===== src/rtl/rx_xgmii.sv =====
// -----------------------------------------------------------------------------
// rx_xgmii : 64-bit XGMII receive framer (10G).
//
// Finds the start word, checks preamble/SFD and delivers DA..FCS as 64-bit
// words with sop/eop/byte-valid markers. Flags framing, runt and oversize
// errors and keeps good-packet, good-byte and error counters.
//
// Ports
//   clk156           in   core clock
//   rst_             in   asynchronous active-low reset
//   rxd[63:0]        in   XGMII data, lane 0 = [7:0]
//   rxc[7:0]         in   XGMII control, bit i -> lane i
//   fmac_rx_clr_en   in   synchronous clear of all three counters
//   out_data[63:0]   out  payload word, first byte in [7:0]; holds when idle
//   out_valid        out  out_data valid this cycle (single-cycle pulse)
//   out_sop          out  first word of frame
//   out_eop          out  last word of frame
//   out_bytes[3:0]   out  valid low lanes: 8 unless eop, 1..8 on eop
//   out_err          out  frame bad, valid with eop only
//   out_len[15:0]    out  frame byte count DA..FCS, valid with eop, saturating
//   FMAC_RX_PKT_CNT  out  good frames received
//   FMAC_RX_BYTE_CNT out  sum of out_len of good frames
//   FMAC_RX_ERR_CNT  out  bad frames (eop err, preamble reject, abort)
//   dbg_state[1:0]   out  framer FSM state (0 idle, 1 data, 2 drop)
//
// Handshake: there is no backpressure. Every cycle with out_valid=1 carries a
// word that the consumer must take; out_sop/out_eop/out_err only mean
// something while out_valid=1.
//
// Latency: a word sampled on rxd sits in a one-word hold register and is
// emitted when the following word is decoded, so out_valid appears two
// clocks after the word was on rxd.
// -----------------------------------------------------------------------------
module rx_xgmii #(
    parameter int MIN_BYTES = 64,
    parameter int MAX_BYTES = 1518
) (
    input  logic        clk156,
    input  logic        rst_,
    input  logic [63:0] rxd,
    input  logic [7:0]  rxc,
    input  logic        fmac_rx_clr_en,
    output logic [63:0] out_data,
    output logic        out_valid,
    output logic        out_sop,
    output logic        out_eop,
    output logic [3:0]  out_bytes,
    output logic        out_err,
    output logic [15:0] out_len,
    output logic [31:0] FMAC_RX_PKT_CNT,
    output logic [31:0] FMAC_RX_BYTE_CNT,
    output logic [31:0] FMAC_RX_ERR_CNT,
    output logic [1:0]  dbg_state
);

    typedef enum logic [1:0] {
        IDLE = 2'd0,
        DATA = 2'd1,
        DROP = 2'd2
    } state_t;

    localparam logic [63:0] SOF_WORD = 64'hD5555555555555FB;
    localparam logic [15:0] MIN_L    = MIN_BYTES[15:0];
    localparam logic [15:0] MAX_L    = MAX_BYTES[15:0];

    // ------------------------------------------------------------------
    // State
    // ------------------------------------------------------------------
    state_t      state, state_n;
    logic [63:0] hold_data, hold_data_n;
    logic        hold_full, hold_full_n;
    logic        pending, pending_n;     // hold carries a partial last word
    logic [3:0]  pend_bytes, pend_bytes_n;
    logic        first, first_n;         // no word of this frame emitted yet
    logic [15:0] frame_len, len_n;       // bytes loaded into hold so far
    logic        err_pulse;              // frame rejected without an eop

    // ------------------------------------------------------------------
    // Word decode
    // ------------------------------------------------------------------
    logic       start_lane0;
    logic       is_start;
    logic       term_valid;
    logic [2:0] term_k;
    logic       term_found;

    always_comb begin
        start_lane0 = rxc[0] && (rxd[7:0] == 8'hFB);
        is_start    = (rxc == 8'h01) && (rxd == SOF_WORD);
        term_found  = 1'b0;
        term_k      = 3'd0;
        for (int i = 0; i < 8; i++) begin
            if (!term_found && rxc[i]) begin
                term_found = 1'b1;
                term_k     = i[2:0];
            end
        end
        // Lowest control lane must be FD, everything above it control,
        // everything below it data.
        term_valid = term_found
                  && (rxd[{term_k, 3'b000} +: 8] == 8'hFD)
                  && (rxc == (8'hFF << term_k));
    end

    function automatic logic [15:0] sat_add(input logic [15:0] a,
                                            input logic [3:0]  b);
        logic [16:0] s;
        s = {1'b0, a} + {13'd0, b};
        return s[16] ? 16'hFFFF : s[15:0];
    endfunction

    // ------------------------------------------------------------------
    // Next state / emission
    // ------------------------------------------------------------------
    logic       emit;
    logic       e_eop;
    logic [3:0] e_bytes;
    logic       e_abort;
    logic       e_err;
    logic       direct_err;

    always_comb begin
        state_n      = state;
        hold_data_n  = hold_data;
        hold_full_n  = hold_full;
        pending_n    = 1'b0;
        pend_bytes_n = pend_bytes;
        first_n      = first;
        len_n        = frame_len;
        emit         = 1'b0;
        e_eop        = 1'b0;
        e_bytes      = 4'd8;
        e_abort      = 1'b0;
        direct_err   = 1'b0;

        // The partial last word goes out on the cycle after the terminate,
        // whatever is decoded now (a back-to-back start included). The FSM
        // is already in IDLE here, so only the IDLE branch below can run.
        if (pending) begin
            emit        = 1'b1;
            e_eop       = 1'b1;
            e_bytes     = pend_bytes;
            hold_full_n = 1'b0;
            first_n     = 1'b0;
        end

        case (state)
            IDLE: begin
                if (is_start) begin
                    state_n     = DATA;
                    first_n     = 1'b1;
                    len_n       = 16'd0;
                    hold_full_n = 1'b0;
                end else if (start_lane0) begin
                    state_n    = DROP;
                    direct_err = 1'b1;
                end
            end

            DATA: begin
                if (rxc == 8'h00) begin
                    if (hold_full) begin
                        emit    = 1'b1;
                        first_n = 1'b0;
                    end
                    hold_data_n = rxd;
                    hold_full_n = 1'b1;
                    len_n       = sat_add(frame_len, 4'd8);
                end else if (is_start) begin
                    // New frame aborts the current one and opens at once.
                    if (hold_full) begin
                        emit    = 1'b1;
                        e_eop   = 1'b1;
                        e_abort = 1'b1;
                    end else begin
                        direct_err = 1'b1;
                    end
                    hold_full_n = 1'b0;
                    first_n     = 1'b1;
                    len_n       = 16'd0;
                end else if (term_valid) begin
                    state_n = IDLE;
                    if (term_k == 3'd0) begin
                        if (hold_full) begin
                            emit  = 1'b1;
                            e_eop = 1'b1;
                        end else begin
                            // start immediately followed by terminate
                            direct_err = 1'b1;
                        end
                        hold_full_n = 1'b0;
                        first_n     = 1'b0;
                    end else begin
                        if (hold_full) begin
                            emit    = 1'b1;
                            first_n = 1'b0;
                        end
                        hold_data_n  = rxd;
                        hold_full_n  = 1'b1;
                        pending_n    = 1'b1;
                        pend_bytes_n = {1'b0, term_k};
                        len_n        = sat_add(frame_len, {1'b0, term_k});
                    end
                end else begin
                    // Any other control content is a framing error.
                    state_n = DROP;
                    if (hold_full) begin
                        emit    = 1'b1;
                        e_eop   = 1'b1;
                        e_abort = 1'b1;
                    end else begin
                        direct_err = 1'b1;
                    end
                    hold_full_n = 1'b0;
                    first_n     = 1'b0;
                end
            end

            DROP: begin
                if (rxc == 8'hFF) state_n = IDLE;
            end

            default: state_n = IDLE;
        endcase

        e_err = e_abort || (frame_len < MIN_L) || (frame_len > MAX_L);
    end

    // ------------------------------------------------------------------
    // Registers
    // ------------------------------------------------------------------
    always_ff @(posedge clk156 or negedge rst_) begin
        if (!rst_) begin
            state      <= IDLE;
            hold_data  <= 64'd0;
            hold_full  <= 1'b0;
            pending    <= 1'b0;
            pend_bytes <= 4'd0;
            first      <= 1'b0;
            frame_len  <= 16'd0;
            err_pulse  <= 1'b0;
            out_data   <= 64'd0;
            out_valid  <= 1'b0;
            out_sop    <= 1'b0;
            out_eop    <= 1'b0;
            out_bytes  <= 4'd0;
            out_err    <= 1'b0;
            out_len    <= 16'd0;
        end else begin
            state      <= state_n;
            hold_data  <= hold_data_n;
            hold_full  <= hold_full_n;
            pending    <= pending_n;
            pend_bytes <= pend_bytes_n;
            first      <= first_n;
            frame_len  <= len_n;
            err_pulse  <= direct_err;
            out_valid  <= emit;
            out_sop    <= emit && first;
            out_eop    <= emit && e_eop;
            out_bytes  <= emit ? e_bytes : 4'd0;
            out_err    <= emit && e_eop && e_err;
            out_len    <= (emit && e_eop) ? frame_len : 16'd0;
            if (emit) out_data <= hold_data;
        end
    end

    // ------------------------------------------------------------------
    // Counters: updated the cycle after the eop appears on the outputs.
    // ------------------------------------------------------------------
    logic good_eop, bad_eop;
    assign good_eop = out_valid && out_eop && !out_err;
    assign bad_eop  = out_valid && out_eop && out_err;

    always_ff @(posedge clk156 or negedge rst_) begin
        if (!rst_) begin
            FMAC_RX_PKT_CNT  <= 32'd0;
            FMAC_RX_BYTE_CNT <= 32'd0;
            FMAC_RX_ERR_CNT  <= 32'd0;
        end else if (fmac_rx_clr_en) begin
            FMAC_RX_PKT_CNT  <= 32'd0;
            FMAC_RX_BYTE_CNT <= 32'd0;
            FMAC_RX_ERR_CNT  <= 32'd0;
        end else begin
            if (good_eop) begin
                FMAC_RX_PKT_CNT  <= FMAC_RX_PKT_CNT + 32'd1;
                FMAC_RX_BYTE_CNT <= FMAC_RX_BYTE_CNT + {16'd0, out_len};
            end
            FMAC_RX_ERR_CNT <= FMAC_RX_ERR_CNT + {31'd0, bad_eop}
                                               + {31'd0, err_pulse};
        end
    end

    assign dbg_state = state;

endmodule


===== config.mk =====
export PLATFORM = sky130hd
export DESIGN_NAME = rx_xgmii
export DESIGN_NICKNAME = d
export VERILOG_FILES = /design/src/rtl/rx_xgmii.sv
export SDC_FILE = /design/constraint.sdc
export NUM_CORES = 1
export LEC_CHECK = 0
export BUFFER_PORTS_ARGS = -buffer_cell sky130_fd_sc_hd__buf_2
export CAP_MARGIN = 10
export CELL_PAD_IN_SITES_DETAIL_PLACEMENT = 0
export CELL_PAD_IN_SITES_GLOBAL_PLACEMENT = 1
export CORE_ASPECT_RATIO = 0.8
export CORE_MARGIN = 2
export CORE_UTILIZATION = 39
export DETAILED_ROUTE_END_ITERATION = 10
export GPL_TIMING_DRIVEN = 0
export MAX_ROUTING_LAYER = met4
export PLACE_DENSITY_LB_ADDON = 0.15
export SLEW_MARGIN = 20
export SYNTH_ARGS = -nofsm -noshare
export SYNTH_HDL_FRONTEND = slang
export SYNTH_SLANG_ARGS = --single-unit

===== constraint.sdc =====
create_clock -name clk156 -period 2.9 [get_ports clk156]
set_clock_uncertainty 0.1 [all_clocks]
set_input_delay 0.29 -clock clk156 [delete_from_list [all_inputs] [get_ports clk156]]
set_output_delay 0.29 -clock clk156 [all_outputs]
set_load 0.01 [all_outputs]

==> metrics.md, run 1 <==
| Metric | Value |
|---|---|
| M1 WL | 18600 µm |
| First-pass GRT wire length | 59100 µm |
| Root buffer cell | clkbuf_16 |
| CTS tree | built |
| Hold WC Path Type | in -> reg |
| Async set or reset register ratio after synthesis | 1.00 |
| Boundary pin count | 261 |
| Worst reg2reg path endpoint | FMAC_RX_BYTE_CNT[26]$_DFFE_PN0P_ |
| Crit path max-delay family | simple AND/OR/NAND/NOR gates |
| R2R cell count | 9 |
| First DRT Iteration DRCs | 632 |
| RSZ-0062 raised after global routing | yes |
| Die area | 34500 µm² |
| Yosys warns | 0 |
| Worst r2r src | FMAC_RX_BYTE_CNT[7]$_DFFE_PN0P_ |
| Worst Path Arrival | 3.10 ns |
| Initial core utilization | 0.396 |
| Area share of the largest cell type after synthesis | 0.531 |
| Synthesized flop and latch total | 273 |
| # Max-Cap Violations | 0 |
| Final setup fails | 0 |
| Synth-to-layout area growth | 29.8% |
| Total Nets Final | 1638 |
| Clk slew on worst S/H paths | 0.06 ns |
| Outcome | complete, no violations |
| Worst reg2reg setup slack | 0.15 ns |
| Mapped cell area | 12900 µm² |
| Number of global-route vias before repair | 10269 |
| Crit path time final | 2.76 ns |
| H-tree depth | 1 |
| Hold Path Depth | 4 |
| Final hold vios | 0 |
| Routed met3 length | 1490 µm |
| Largest net degree at the start of global routing | 93 |
| Tightest Pin Transition | 0.739 ns |
| DR WL/cell | 18.5 µm |
| Synth Net Count | 1265 |
| Top cells by count, synth | 273 x dfrtp_1, 131 x mux2_2, 105 x nor2_1, 94 x nand2_1, 67 x a21oi_1 |
| PwrDens | 482 nW/µm² |
| # rows | 59 |
| Synth area leader | dfrtp_1 |
| N_diodes | 0 |
| GRT overflow | 0 |
| WL met2 | 15900 µm |
| Clk Latency, worst-skew pair | 0.57 ns |
| # fillers | 3074 |
| Endpoint, Worst Hold | dbg_state[1]$_DFFE_PN0P_ |
| Placer congestion estimate | 0.861 |
| Worst Setup Start Kind | input port |
| Total GRT Usage | 0.219 |
| Worst stage delay on the critical path | 0.54 ns |
| Mapped Cells | 1164 |
| Leading post-synthesis cells by cell area | dfrtp_1 53%, mux2_2 11%, xor2_1 3.3% |
| Final worst-path cycle share | 0.951 |
| Vias per inst | 5.16 |
| Min-delay src | rxc[7] |
| Leak | 8.59 nW |
| Syn_area_per_cell | 11.1 µm² |
| Chip width | 207 µm |
| Worst endpoint required time | 3.24 ns |
| Port Buffers | 259 |
| Post-detail-place hpwl | 26200 µm |
| Pre-Repair DR Iteration Count | 5 |
| Critical path capture point type | flip-flop |
| Via Count | 10218 |
| Primary FF master, synth | dfrtp_1 |
| Maximum clock frequency | 363 MHz |
| Initial antenna violation count | 0 |
| DRC | 0 |
| Register area share after synthesis | 0.531 |
| CP cell instances | dlygate4sd3_1 -> buf_2 -> nor4_1 -> nand4_1 -> or3_4 -> nor4_4 -> nand2b_2 -> buf_6 -> and2_4 -> o22a_1 |
| Worst VDD drop | 0.405 mV |
| Crit Path Max Fanout | 10 |
| Core Util, Final | 0.514 |
| Most numerous cell in the Yosys netlist | dfrtp_1 |
| Core area | 32500 µm² |
| Die Ht | 166 µm |
| Post-synth EDFFs | 0 |
| Critical path's slowest cell | dlygate4sd3_1 |
| Cts bufs inserted | 30 |
| Max-slew headroom | 0.507 |
| CTS Sinks | 273 |
| Highest routed layer | met4 |
| CP bufs+invs | 3 |
| Unique masters post-synth | 71 |
| Tightest hold margin | 0.0755 ns |
| Max-slew violations | 0 |
| Final ANT Viol Nets | 0 |
| Final WL | 36700 µm |
| Layout cell share with drive strength beyond 1 | 0.332 |
| Critical path class | in -> reg |
| Longest Clk Path Bufs | 3 |
[cells by family (layout without fill, tap and decap cells)]
kind of cell | count (synthesis) | count (layout) | synth area share
multiplexers | 133 | 133 | 0.116
AND/OR/NAND/NOR | 421 | 421 | 0.169
AO/OA/AOI/OAI | 181 | 181 | 0.0905
XOR/XNOR | 67 | 67 | 0.0456
adder cells (fa/ha/maj) | 26 | 26 | 0.0270
flip-flops | 273 | 273 | 0.531
buffers and inverters | 63 | 454 | 0.0206
[worst max path at each step]
stage,start,end,depth (start not counted)
finish,rxd[29],frame_len[8]$_DFFE_PN0P_,10
global route,FMAC_RX_BYTE_CNT[0]$_DFFE_PN0P_,FMAC_RX_BYTE_CNT[22]$_DFFE_PN0P_,11
CTS,dbg_state[0]$_DFFE_PN0P_,out_data[58]$_DFFE_PN0N_,7
detailed placement,dbg_state[0]$_DFFE_PN0P_,out_data[58]$_DFFE_PN0N_,7
global placement,rst_,out_len[10]$_DFF_PN0_,1
floorplan,out_len[0]$_DFF_PN0_,FMAC_RX_BYTE_CNT[24]$_DFFE_PN0P_,10
[layer usage]
layer  GRT usage  vias to the layer above
met4      0.0444                        0
met2       0.318                      220
met1       0.326                     5060
li1            -                     4888
met3      0.0336                       50
met5           -                        -
[worst reg2reg max path: stages, from the launching register on]
cell and delay, ns:
dfrtp_1 0.42, ha_1 0.23, or2_2 0.34, o32ai_1 0.52, o31ai_4 0.17, a2111oi_4 0.33, buf_6 0.19, nor3_2 0.06
nor3b_1 0.23, a21o_1 0.11
[metrics by stage]
stage | worst slack (ns) | total power [mW] | setup TNS [ns] | instances | area, µm²
floorplan | 0.0411 | 3.96 | 0 | 1164 | 12900
global placement | -3.87 | 4.15 | -1112.18 | 1850 | 14700
detailed placement | -0.620 | 4.16 | -66.14 | 1853 | 14800
CTS | 0.00313 | 8.15 | 0 | 1977 | 16600
global route | -0.0283 | 8.37 | -0.0643 | 1982 | 16700
finish | 0.143 | 8.05 | 0 | 1982 | 16700
[where the power goes]
group	switching, mW	internal (mW)	total [mW]
Sequential	0.00118	3.81	3.81
Combinational	0.213	0.137	0.350
Clock	1.58	2.30	3.88
Total	1.79	6.25	8.05
[registers in the layout, indices dropped and copies added (netlist names), 2 cells and up]
register and cells:
dbg_state 2, frame_len 16, FMAC_RX_BYTE_CNT 32, pend_bytes 3, FMAC_RX_PKT_CNT 32, out_bytes 4, out_len 16, FMAC_RX_ERR_CNT 32
hold_data 64, out_data 64
[layout make-up]
type                    count  area [µm²]  share of cell area
well taps                 427         534              0.0320
inverters                  17        63.8             0.00382
multi-input cells         828        5900               0.354
flip-flops and latches    273        6830               0.409
clock buffers              41         893              0.0535
clock inverters             9        98.8             0.00592
plain buffers              44         209              0.0125
repair buffers            343        2160               0.130
[cells in the final DEF, fill, tap and decap left out, drive strengths merged, types with 8 or more instances in the layout]
cell	instances
a21o	10
a21oi	67
and2	12
and3	30
and4	14
buf	294
clkbuf	69
dfrtp	273
dlygate4sd3	65
ha	23
inv	18
mux2	131
nand2	94
nand3	39
nand4	24
nor2	105
nor2b	17
nor3	17
nor4	11
o21ai	43
o31ai	8
or2	8
or3	23
xnor2	18
xor2	49
[repair_timing]
action                                 CTS  global route
gates resized for setup                 19            19
pin swaps                                9             7
hold buffers                            65             0
buffers inserted                         9             7
setup endpoints to repair               60           152
cloned                                   0             0
endpoints found under the hold margin  245             0
Note: power is estimated with default switching activity, not from simulation.
==> run 2: changes to the inputs <==
--- a/config.mk
+++ b/config.mk
@@ -11,7 +11,7 @@
 export CELL_PAD_IN_SITES_GLOBAL_PLACEMENT = 1
 export CORE_ASPECT_RATIO = 0.8
 export CORE_MARGIN = 2
-export CORE_UTILIZATION = 39
+export CORE_UTILIZATION = 43
 export DETAILED_ROUTE_END_ITERATION = 10
 export GPL_TIMING_DRIVEN = 0
 export MAX_ROUTING_LAYER = met4
==> constraint.sdc (replaced) <==
create_clock -name clk156 -period 2.93 [get_ports clk156]
set_clock_uncertainty 0.1 [all_clocks]
set_input_delay 0.293 -clock clk156 [delete_from_list [all_inputs] [get_ports clk156]]
set_output_delay 0.293 -clock clk156 [all_outputs]
set_load 0.01 [all_outputs]
==> run 2 against run 1 <==
Sequential power down 1%. Flip-flop and latch count unchanged. Cell count down 2.3%. Via count up 0.74%. Power up 1.9%. Setup slack worse by 0.073 ns. Combinational power down 2%. Non-clock buffer count unchanged. Largest cell class unchanged.
==> metrics.md, run 2 (synthesized netlist as in run 1, its figures left out) <==
| Metric | Value |
|---|---|
| Outcome | complete, no violations |
| Final setup fails | 0 |
| Design Area, Final | 16800 µm² |
| Initial antenna violation count | 0 |
| Core Util, Final | 0.572 |
| # Max-Cap Violations | 0 |
| First DRT Iteration DRCs | 574 |
| Initial core utilization | 0.438 |
| Final ANT Viol Nets | 0 |
| Maximum clock frequency | 350 MHz |
| Layout cell share with drive strength beyond 1 | 0.337 |
| Total Nets Final | 1638 |
| Cts bufs inserted | 30 |
| Longest Clk Path Bufs | 3 |
| Core area | 29400 µm² |
| Worst VDD drop | 0.450 mV |
| CTS tree | built |
| Chip width | 197 µm |
| Root buffer cell | clkbuf_16 |
| Dpl cells | 1803 |
| Crit Path Max Fanout | 8 |
| Crit path time final | 2.86 ns |
| Worst Path Arrival | 3.18 ns |
| Clk Latency, worst-skew pair | 0.57 ns |
| Post-detail-place hpwl | 25600 µm |
| Placed cell areas | 14700 µm² |
| Clk slew on worst S/H paths | 0.06 ns |
| GRT overflow | 0 |
| Tightest Pin Transition | 0.716 ns |
| Max-slew violations | 0 |
| Max-slew headroom | 0.523 |
| Final hold vios | 0 |
| Vias per inst | 5.32 |
| H-tree depth | 1 |
| Die area | 31300 µm² |
| Worst endpoint required time | 3.25 ns |
| Post-route insts no fill | 1936 |
| Via Count | 10294 |
| Hold WC Path Type | in -> async |
| Port Buffers | 259 |
| Leak | 8.75 nW |
| Most frequent cells in the layout | 273 x dfrtp_1, 271 x buf_2, 131 x mux2_2 |
| Critical path capture point type | flip-flop |
| Number of global-route vias before repair | 10120 |
| # rows | 56 |
| Die Ht | 159 µm |
| RSZ-0062 raised after global routing | yes |
| N_diodes | 0 |
| Multi-input gate area | 5990 µm² |
| PwrDens | 488 nW/µm² |
| Final WL | 35900 µm |
| Commonest non-fill, non-tap cell in the layout | dfrtp_1 |
| Worst Setup Start Kind | flip-flop |
| Worst reg2reg setup slack | 0.07 ns |
| Total GRT Usage | 0.238 |
| Boundary pin count | 261 |
| Register area | 6830 µm² |
| CTS Sinks | 273 |
| DR WL/cell | 18.5 µm |
| Synth-to-layout area growth | 30.6% |
| Final worst-path cycle share | 0.976 |
| DRC | 0 |
| Pre-Repair DR Iteration Count | 4 |
| Largest net degree at the start of global routing | 98 |
| Placer congestion estimate | 0.842 |
| Critical path class | reg -> reg |
| Top Registers | hold_data (64), out_data (64) |
| # fillers | 2595 |
| First-pass GRT wire length | 57800 µm |
run 2: routing by layer:
layer,vias to the layer above,track usage,share of wire
li1,4915,-,-
met1,5089,0.354,0.49
met2,240,0.344,0.44
met3,50,0.0384,0.049
met4,0,0.0499,0.021
met5,-,-,0
run 2: worst paths after layout:
kind | start | end | cells past startpoint
worst max-delay path | FMAC_RX_BYTE_CNT[0]$_DFFE_PN0P_ | FMAC_RX_BYTE_CNT[18]$_DFFE_PN0P_ | 12
worst min-delay path | rst_ | out_data[18]$_DFFE_PN0N_ | 2
worst max register to register | FMAC_RX_BYTE_CNT[0]$_DFFE_PN0P_ | FMAC_RX_BYTE_CNT[18]$_DFFE_PN0P_ | 12
worst min register to register | pend_bytes[1]$_DFFE_PN0P_ | out_bytes[1]$_DFF_PN0_ | 1
max in group asynchronous | rst_ | FMAC_RX_BYTE_CNT[6]$_DFFE_PN0P_ | 4
min in group clk156 | rxc[7] | dbg_state[1]$_DFFE_PN0P_ | 4
run 2: worst max-delay path: stages (launching register included):
cell and delay, ns:
dfrtp_1 0.39, ha_2 0.20, fa_2 0.38, a21oi_4 0.17, o2bb2ai_4 0.10, a2111oi_4 0.20, buf_4 0.18, o31ai_4 0.07
a2111oi_4 0.38, buf_6 0.26, nor4b_4 0.07, xnor2_1 0.14, nor2_1 0.05
run 2: cell type report:
cell class / count / area share
Multi-Input combinational cell: 828 / 0.356
Clock buffer: 43 / 0.0548
Tap cell: 377 / 0.0281
Buffer: 46 / 0.0127
Sequential cell: 273 / 0.407
Timing Repair Buffer: 341 / 0.128
Inverter: 17 / 0.00380
Clock inverter: 11 / 0.00961
run 2: what timing repair did:
| action | CTS | global route |
|---|---|---|
| setup endpoints to repair | 60 | 49 |
| pin swaps | 25 | 16 |
| hold buffers | 65 | 0 |
| gates resized for setup | 34 | 18 |
| setup buffers | 10 | 3 |
| hold endpoints to repair | 160 | 0 |
run 2: metrics by stage:
| stage | hold WS [ns] | setup TNS [ns] | power, mW | setup slack, ns |
|---|---|---|---|---|
| global route | 0.0872 | -0.190 | 8.50 | -0.0700 |
| CTS | 0.0645 | -0.380 | 8.30 | -0.0851 |
| floorplan | -0.103 | 0 | 3.92 | 0.0711 |
| global placement | 0.364 | -1062.67 | 4.10 | -3.73 |
| finish | 0.0895 | 0 | 8.20 | 0.0703 |
| detailed placement | 0.0674 | -49.34 | 4.12 | -0.483 |
run 2: report_power, final:
| part | switching [mW] | total (mW) | internal [mW] |
|---|---|---|---|
| Combinational | 0.207 | 0.343 | 0.136 |
| Clock | 1.56 | 4.09 | 2.52 |
| Sequential | 0.00113 | 3.77 | 3.77 |
